### config.mk
export PLATFORM = sky130hd
export DESIGN_NAME = traffic_ctrl
export DESIGN_NICKNAME = d
export VERILOG_FILES = /design/src/rtl/traffic_pkg.sv /design/src/rtl/traffic_ctrl_sec_prescaler.sv /design/src/rtl/traffic_ctrl.sv
export SDC_FILE = /design/constraint.sdc
export NUM_CORES = 1
export LEC_CHECK = 0
export ABC_AREA = 1
export BUFFER_PORTS_ARGS = -buffer_cell sky130_fd_sc_hd__buf_4
export CAP_MARGIN = 20
export CORE_MARGIN = 3
export CORE_UTILIZATION = 50
export CTS_BUF_LIST = sky130_fd_sc_hd__clkbuf_8
export DETAILED_ROUTE_END_ITERATION = 6
export HOLD_SLACK_MARGIN = 0.03
export PLACE_DENSITY = 0.73
export SLEW_MARGIN = 20
export SYNTH_ARGS = -nofsm -noshare
export SYNTH_HDL_FRONTEND = slang
export SYNTH_SLANG_ARGS = --single-unit
### constraint.sdc
create_clock -name clk -period 1.5 [get_ports clk]
set_input_delay 0.375 -clock clk [delete_from_list [all_inputs] [get_ports clk]]
set_output_delay 0.375 -clock clk [all_outputs]
set_load 0.01 [all_outputs]
### src/rtl/traffic_pkg.sv
// Shared types and constants for the traffic-light sequencer.
package traffic_pkg;

  typedef enum logic [2:0] {
    NS_G  = 3'd0,
    NS_Y  = 3'd1,
    EW_G  = 3'd2,
    EW_Y  = 3'd3,
    NIGHT = 3'd4
  } state_t;

  localparam logic [2:0] RED = 3'b100;
  localparam logic [2:0] YEL = 3'b010;
  localparam logic [2:0] GRN = 3'b001;
  localparam logic [2:0] OFF = 3'b000;

  localparam logic [3:0] DIGIT_BLANK = 4'hF;

  // Elaboration-time conversion of a 0..99 value to a {tens, ones} BCD pair.
  function automatic logic [7:0] to_bcd(input int v);
    logic [3:0] hi;
    logic [3:0] lo;
    hi = 4'((v / 10) % 10);
    lo = 4'(v % 10);
    return {hi, lo};
  endfunction

endpackage

### src/rtl/traffic_ctrl_sec_prescaler.sv
// One-second time base: registered tick high while the count sits at CLK_HZ-1.
module sec_prescaler #(
  parameter int unsigned CLK_HZ = 50_000_000
) (
  input  logic clk,
  input  logic rst,
  input  logic clr,
  output logic tick
);

  localparam int unsigned CW = $clog2(CLK_HZ);
  localparam logic [CW-1:0] LAST     = CW'(CLK_HZ - 1);
  localparam logic [CW-1:0] PRE_LAST = CW'(CLK_HZ - 2);

  logic [CW-1:0] count;

  // tick is registered one count early so it coincides with count == LAST.
  always_ff @(posedge clk) begin
    if (rst || clr) begin
      count <= '0;
      tick  <= 1'b0;
    end else begin
      if (count == LAST) count <= '0;
      else               count <= count + CW'(1);
      tick <= (count == PRE_LAST);
    end
  end

endmodule

### src/rtl/traffic_ctrl.sv
// Two-road traffic-light sequencer with BCD countdown and flashing-yellow night mode.
module traffic_ctrl
  import traffic_pkg::*;
#(
  parameter int CLK_HZ   = 50_000_000,
  parameter int GREEN_S  = 25,
  parameter int YELLOW_S = 3
) (
  input  logic       clk,
  input  logic       rst,
  input  logic       night,
  output logic [2:0] ns_light,
  output logic [2:0] ew_light,
  output logic [3:0] digit_hi,
  output logic [3:0] digit_lo,
  output logic       sec_tick
);

  localparam logic [7:0] GREEN_BCD  = to_bcd(GREEN_S);
  localparam logic [7:0] YELLOW_BCD = to_bcd(YELLOW_S);

  state_t     state, state_nx;
  logic [7:0] cnt, cnt_nx;
  logic       flash, flash_nx;
  logic       clr;
  logic [2:0] ns_nx, ew_nx;

  sec_prescaler #(.CLK_HZ(CLK_HZ)) u_prescaler (
    .clk  (clk),
    .rst  (rst),
    .clr  (clr),
    .tick (sec_tick)
  );

  function automatic logic [7:0] bcd_dec(input logic [7:0] v);
    if (v[3:0] == 4'd0) return {v[7:4] - 4'd1, 4'd9};
    else                return {v[7:4], v[3:0] - 4'd1};
  endfunction

  always_comb begin
    state_nx = state;
    cnt_nx   = cnt;
    flash_nx = flash;
    clr      = 1'b0;
    if (state == NIGHT) begin
      if (!night) begin
        state_nx = NS_G;
        cnt_nx   = GREEN_BCD;
        flash_nx = 1'b0;
        clr      = 1'b1;
      end else if (sec_tick) begin
        flash_nx = ~flash;
      end
    end else if (night) begin
      // night wins over a coincident tick: no advance, no reload
      state_nx = NIGHT;
      cnt_nx   = {DIGIT_BLANK, DIGIT_BLANK};
      flash_nx = 1'b1;
      clr      = 1'b1;
    end else if (sec_tick) begin
      if (cnt == 8'h01) begin
        case (state)
          NS_G:    begin state_nx = NS_Y; cnt_nx = YELLOW_BCD; end
          NS_Y:    begin state_nx = EW_G; cnt_nx = GREEN_BCD;  end
          EW_G:    begin state_nx = EW_Y; cnt_nx = YELLOW_BCD; end
          default: begin state_nx = NS_G; cnt_nx = GREEN_BCD;  end
        endcase
      end else begin
        cnt_nx = bcd_dec(cnt);
      end
    end
  end

  // Lamps are decoded from the next state so they register on the same edge.
  always_comb begin
    ns_nx = RED;
    ew_nx = RED;
    case (state_nx)
      NS_G:    begin ns_nx = GRN; ew_nx = RED; end
      NS_Y:    begin ns_nx = YEL; ew_nx = RED; end
      EW_G:    begin ns_nx = RED; ew_nx = GRN; end
      EW_Y:    begin ns_nx = RED; ew_nx = YEL; end
      default: begin
        ns_nx = flash_nx ? YEL : OFF;
        ew_nx = flash_nx ? YEL : OFF;
      end
    endcase
  end

  always_ff @(posedge clk) begin
    if (rst) begin
      state    <= NS_G;
      cnt      <= GREEN_BCD;
      flash    <= 1'b0;
      ns_light <= GRN;
      ew_light <= RED;
    end else begin
      state    <= state_nx;
      cnt      <= cnt_nx;
      flash    <= flash_nx;
      ns_light <= ns_nx;
      ew_light <= ew_nx;
    end
  end

  assign digit_hi = cnt[7:4];
  assign digit_lo = cnt[3:0];

endmodule

Word-level counts from Yosys, hierarchy flattened
Cells that the tools add are included.
Storage, ports and cells
  bits in registers: 45
  output and inout bits: 15
Cells by class
  add/sub/neg operators: 3
  equal/unequal tests: 10
  mux-type cells: 23
  bitwise gates (word level): 1
  reduce and logical (&&, ||, !) cells: 12
Operator list (count)
  26-bit == test (second input constant): 2
  8-bit two-way mux: 6
  26-bit by 1-bit adder with 26-bit output (second input constant): 1
  3-bit case mux with 3 select lines: 2
  3-bit two-way mux: 5
  3-bit by 2-bit == test with 1-bit output (second input constant): 3
  8-bit by 1-bit == test with 1-bit output (second input constant): 1
  2-bit OR reduction: 4
  4-bit by 1-bit subtractor with 4-bit output (second input constant): 2
  1-bit two-way mux: 7
  3-bit by 1-bit == test with 1-bit output (second input constant): 2
  3-bit logical NOT: 2
  6-bit two-way mux: 1
  2-bit case mux with 3 select lines: 1
  4-bit logical NOT: 1
  4-bit nonzero test: 1
  3-bit == test (second input constant): 1
  3-bit AND reduction: 1
  3-bit nonzero test: 1
  2-bit two-way mux: 1
  2-bit inequality test (second input constant): 1
  2-bit AND reduction: 1
  1-bit logical OR: 1
  1-bit NOT: 1

Logic depth before layout (Yosys ltp)
  word-level depth: 9
  depth in mapped cells: 11
  depth with buffers taken out: 10

Hierarchy
From an unflattened synthesis, not the netlist that was laid out.
Second synthesis, totals
  cell total of the unflattened synthesis: 374
  area, all modules: 2483.6 µm²
By module, submodules not included
  sec_prescaler: instances 1, cells each 232, area an instance 1482.7 µm², sequential area each 540.5 µm²
  traffic_ctrl: instances 1, cells each 142, area an instance 1001.0 µm², sequential area each 360.3 µm²

Worst setup path before layout
No wires, ideal clock.
  path type: register -> register
  start point: reg state[0]
  end point: reg cnt[4]
  library setup time: 71 ps
  arrival: 1480 ps
  path slack: -51 ps
  stages on the path, launching flop included: 9
  buffers on the path: 0
  period minus slack after synthesis: 1551 ps
  path through: dfxtp_1 nor2_1 nand2_2 ha_1 a21oi_4 nand2_1 a21oi_2 o211ai_1 a21oi_1
On the way
  word-level cells in the longest chain between the ends: 3
Ends and longest elaborated chain
  start, declared: RTL line traffic_ctrl.sv:22  | state_t state, state_nx;
  start signal, assigned: RTL line traffic_ctrl.sv:98  | state <= state_nx;
  3-bit == test (*): RTL line traffic_ctrl.sv:45  | if (state == NIGHT) begin
  2-bit inequality test (no source line), or another cell as far along
  3-bit AND reduction (no source line)
  end signal, assigned: RTL line traffic_ctrl.sv:99  | cnt <= cnt_nx;
  end, declared: RTL line traffic_ctrl.sv:23  | logic [7:0] cnt, cnt_nx;
Mark *: on every way between the ends. The rest lies on a longest branch, timed or not.
A chain may end at the register's enable or synchronous reset.

Final worst setup path
  start point: reg u_prescaler.count[19]
  end point: reg u_prescaler.count[18]
On the way
  word-level cells in the longest chain between the ends: 2
Ends and longest elaborated chain
  start, declared: RTL line traffic_ctrl_sec_prescaler.sv:15  | logic [CW-1:0] count;
  start signal, assigned: RTL line traffic_ctrl_sec_prescaler.sv:24  | else count <= count + CW'(1);
  26-bit == test: RTL line traffic_ctrl_sec_prescaler.sv:23  | if (count == LAST) count <= '0;
  2-bit OR reduction (no source line)
Every way passes these cells.

==> flow_summary.ini <==
[detailed_routing]
detail_route.wl_per_cell_um = 14.2
antenna_left = 0
drt-total-wl_um = 6870
vias_per_cell = 5.36
vias = 2599
first_pass_iters = 5
first_iter_violations = 192
drc = 0

[grt]
antenna_found_initial = 0
grt_first_pass_wirelength_um = 10100
grtUsageTotal_pct = 21.0
grt_overflow = 0
grt_pass1_vias = 2228
grt_max_degree = 15

[worst_setup_path]
worstPathArrival_ns = 1.73
crit_type = flop to flop
r2r_slack_ns = -0.01
critical_path_depth = 9
path_cells = inv_1 -> nor3_1 -> nand2_1 -> nor2_2 -> nand2_4 -> nand2_8 -> inv_1 -> nand2_1 -> inv_1
cp_common_cell = inv_1
reg2reg_depth = 9
worst_r2r_startpoint = u_prescaler.count[19]
critical_path_required_ns = 1.72
cpLargestDelayFamily = simple AND/OR/NAND/NOR gates
crit_path_end_kind = flop
worstSetupStartpointType = flop
cp_max_fo = 7
cp_slowest_cell = dfxtp_1
rr_endpoint = u_prescaler.count[18]
path_buf_inv = 3
critPathMaxStageDelay_ns = 0.37

[sta]
maxSlewHeadroom_pct = 74.7
min_period_ns = 1.51
slew_violations = 0
setup_violations = 1
fmax_mhz = 662
rsz0062_at_grt = true
report.final.hold_viol_count = 0
worstMarginPinSlew_ns = 0.379
layout_setup_ws_ns = -0.0102
finClkSkew_ns = 0.0145
finalCritPeriodShare_pct = 101

[yosys]
syn_inst = 359
yosysWarnings = 0
ys_types = 32
ys_async_sr_fraction_pct = 0
netlist_area_um2 = 2440
syn_area_per_cell_um2 = 6.81
synth_top_flop_cell = dfxtp_1
ys_ff_latch = 45
synth_edf_count = 0
ys_seq_area_share_pct = 36.8
synth_nets = 368

[floorplanning]
fp.dieH_um = 75.9
rows = 24
core_area_um2 = 4530
io_pins = 18
die-width_um = 75.9
start_util_pct = 53.9
die_area_um2 = 5760

[job]
drv_cap = 0

[run_status]
status = finished, violations left
violations = negative setup slack

[layout]
stdcell_count = 485
nets = 428
final_util_pct = 71.3
nFillCells = 353
antenna_cells = 0
area_growth_pct = 32.2
drive_above_1_share_pct = 29.0

[hold_path]
worstHoldStart = rst
min_path_cells = 2
hold_class = primary input to flop
min_to = cnt[7]

[power]
cell_internal_pwr_uw = 1860
p_clk_share_pct = 37.4
combPwrFrac_pct = 12.6
p_sw_uw = 641
seqPwrFrac_pct = 49.9
vdd_drop_max_mv = 0.818
swShare_pct = 25.7
power.leakage_uw = 0.00136
power_density_nw_per_um2 = 773

[clock_network]
cts_hold_buf = 0
htreeDepth = 2
cts_sinks = 45
cts_tree = built
cts-buffers-inserted = 5
cts.clk_slew.worst_paths_ns = 0.09
clock_latency_ns = 0.32
cts_buffer_depth = 2
cts_root_buf = clkbuf_8

[place]
dp.cells = 467
hpwl_um = 4290
io_buffer_count = 17
finalWeightedCongestion = 0.925
pre_cts_ws_ns = -0.0458
-- how the worst max path moves through the flow --
stage          slack [ns]                    end                   from
2_1_floorplan        0.02                 cnt[4]               state[0]
3_3_place_gp         0.02                 cnt[4]               state[0]
3_5_place_dp        -0.05                 cnt[4]               state[1]
4_1_cts             0.007                 cnt[4]               state[0]
5_1_grt             -0.09                 cnt[6]               state[0]
6_report            -0.01  u_prescaler.count[18]  u_prescaler.count[19]
-- synth_stat cells (all sizes together), types with 2 or more instances --
| cell type | instances | area (um2) |
|---|---|---|
| a21oi | 21 | 120 |
| nor2 | 57 | 236 |
| nand3b | 2 | 15.0 |
| nor3 | 15 | 95.1 |
| nand3 | 23 | 130 |
| ha | 6 | 75.1 |
| xor2 | 8 | 70.1 |
| dfxtp | 45 | 901 |
| and3 | 2 | 12.5 |
| o211ai | 2 | 15.0 |
| nand2 | 95 | 372 |
| buf | 3 | 27.5 |
| inv | 49 | 184 |
| o21ai | 10 | 50.1 |
| xnor2 | 4 | 35.0 |
| nand4 | 10 | 62.6 |
| or2 | 2 | 12.5 |
-- power groups by stage --
stage                     sequential, uW  combinational, uW  clock, uW
after floorplan                     1280                140          0
after global placement              1270                245          0
after detailed placement            1270                247          0
after CTS                           1250                264        950
after global routing                1250                346       1000
final                               1250                315        936
-- through the flow --
stage / hold WS (ns) / power, uW / TNS (ns) / area [um2]
finish: 0.345 / 2500 / -0.0102 / 3230
global route: 0.348 / 2600 / -0.563 / 3230
CTS: 0.328 / 2460 / 0 / 3010
detailed placement: 0.469 / 1520 / -0.193 / 2850
global placement: 0.451 / 1520 / 0 / 2850
floorplan: 0.437 / 1420 / 0 / 2450
-- state kept, by name (all words and copies together) (netlist names) --
| name | flops |
|---|---|
| cnt | 8 |
| ew_light | 3 |
| flash | 1 |
| ns_light | 3 |
| state | 3 |
| u_prescaler.count | 26 |
| u_prescaler.tick | 1 |
-- area by class of cell --
type / instances / area, um2 / area share, %
clock inverter: 3 / 42.5 / 1.32
timing repair buffer: 55 / 425 / 13.2
clock buffer: 5 / 68.8 / 2.13
tap: 65 / 81.3 / 2.52
multi-input combinational: 263 / 1520 / 47.0
inverter: 49 / 184 / 5.69
sequential: 45 / 911 / 28.2
-- what timing repair did --
item / 4_1_cts / 5_1_grt
pin swaps: 2 / 15
cloned: 1 / 1
gates resized for setup: 8 / 44
setup endpoints to repair: 17 / 34
buffers inserted: 1 / 7
-- layout by cell type, fill, tap and decap left out, types with 6 or more instances in the layout --
cell type  instances
a21oi_1           19
o21ai_0            6
nor3_1             9
dfxtp_2            8
dfxtp_1           37
nor2_1            38
xor2_1             8
inv_1             46
buf_4             54
nor2_4             7
nor2_2            12
nand2_1           86
nand4_1           10
nand3_1           19
-- cell families after synthesis --
logic type / after synthesis / synth area share, %
AO/OA/AOI/OAI: 35 / 8.19
XOR/XNOR: 12 / 4.30
adder cells (fa/ha/maj): 6 / 3.07
buffers and inverters: 53 / 8.80
flip-flops: 45 / 36.8
AND/OR/NAND/NOR: 208 / 38.8
-- metal layers --
| layer | routed length (um) | global-route usage (%) | vias up |
|---|---|---|---|
| li1 | - | - | 1265 |
| met2 | 3260 | 32.8 | 117 |
| met4 | 185 | 7.43 | 0 |
| met1 | 2920 | 28.8 | 1199 |
| met5 | 0 | 0 | - |
| met3 | 500 | 4.50 | 18 |
Power figures use the tool's default switching activity.
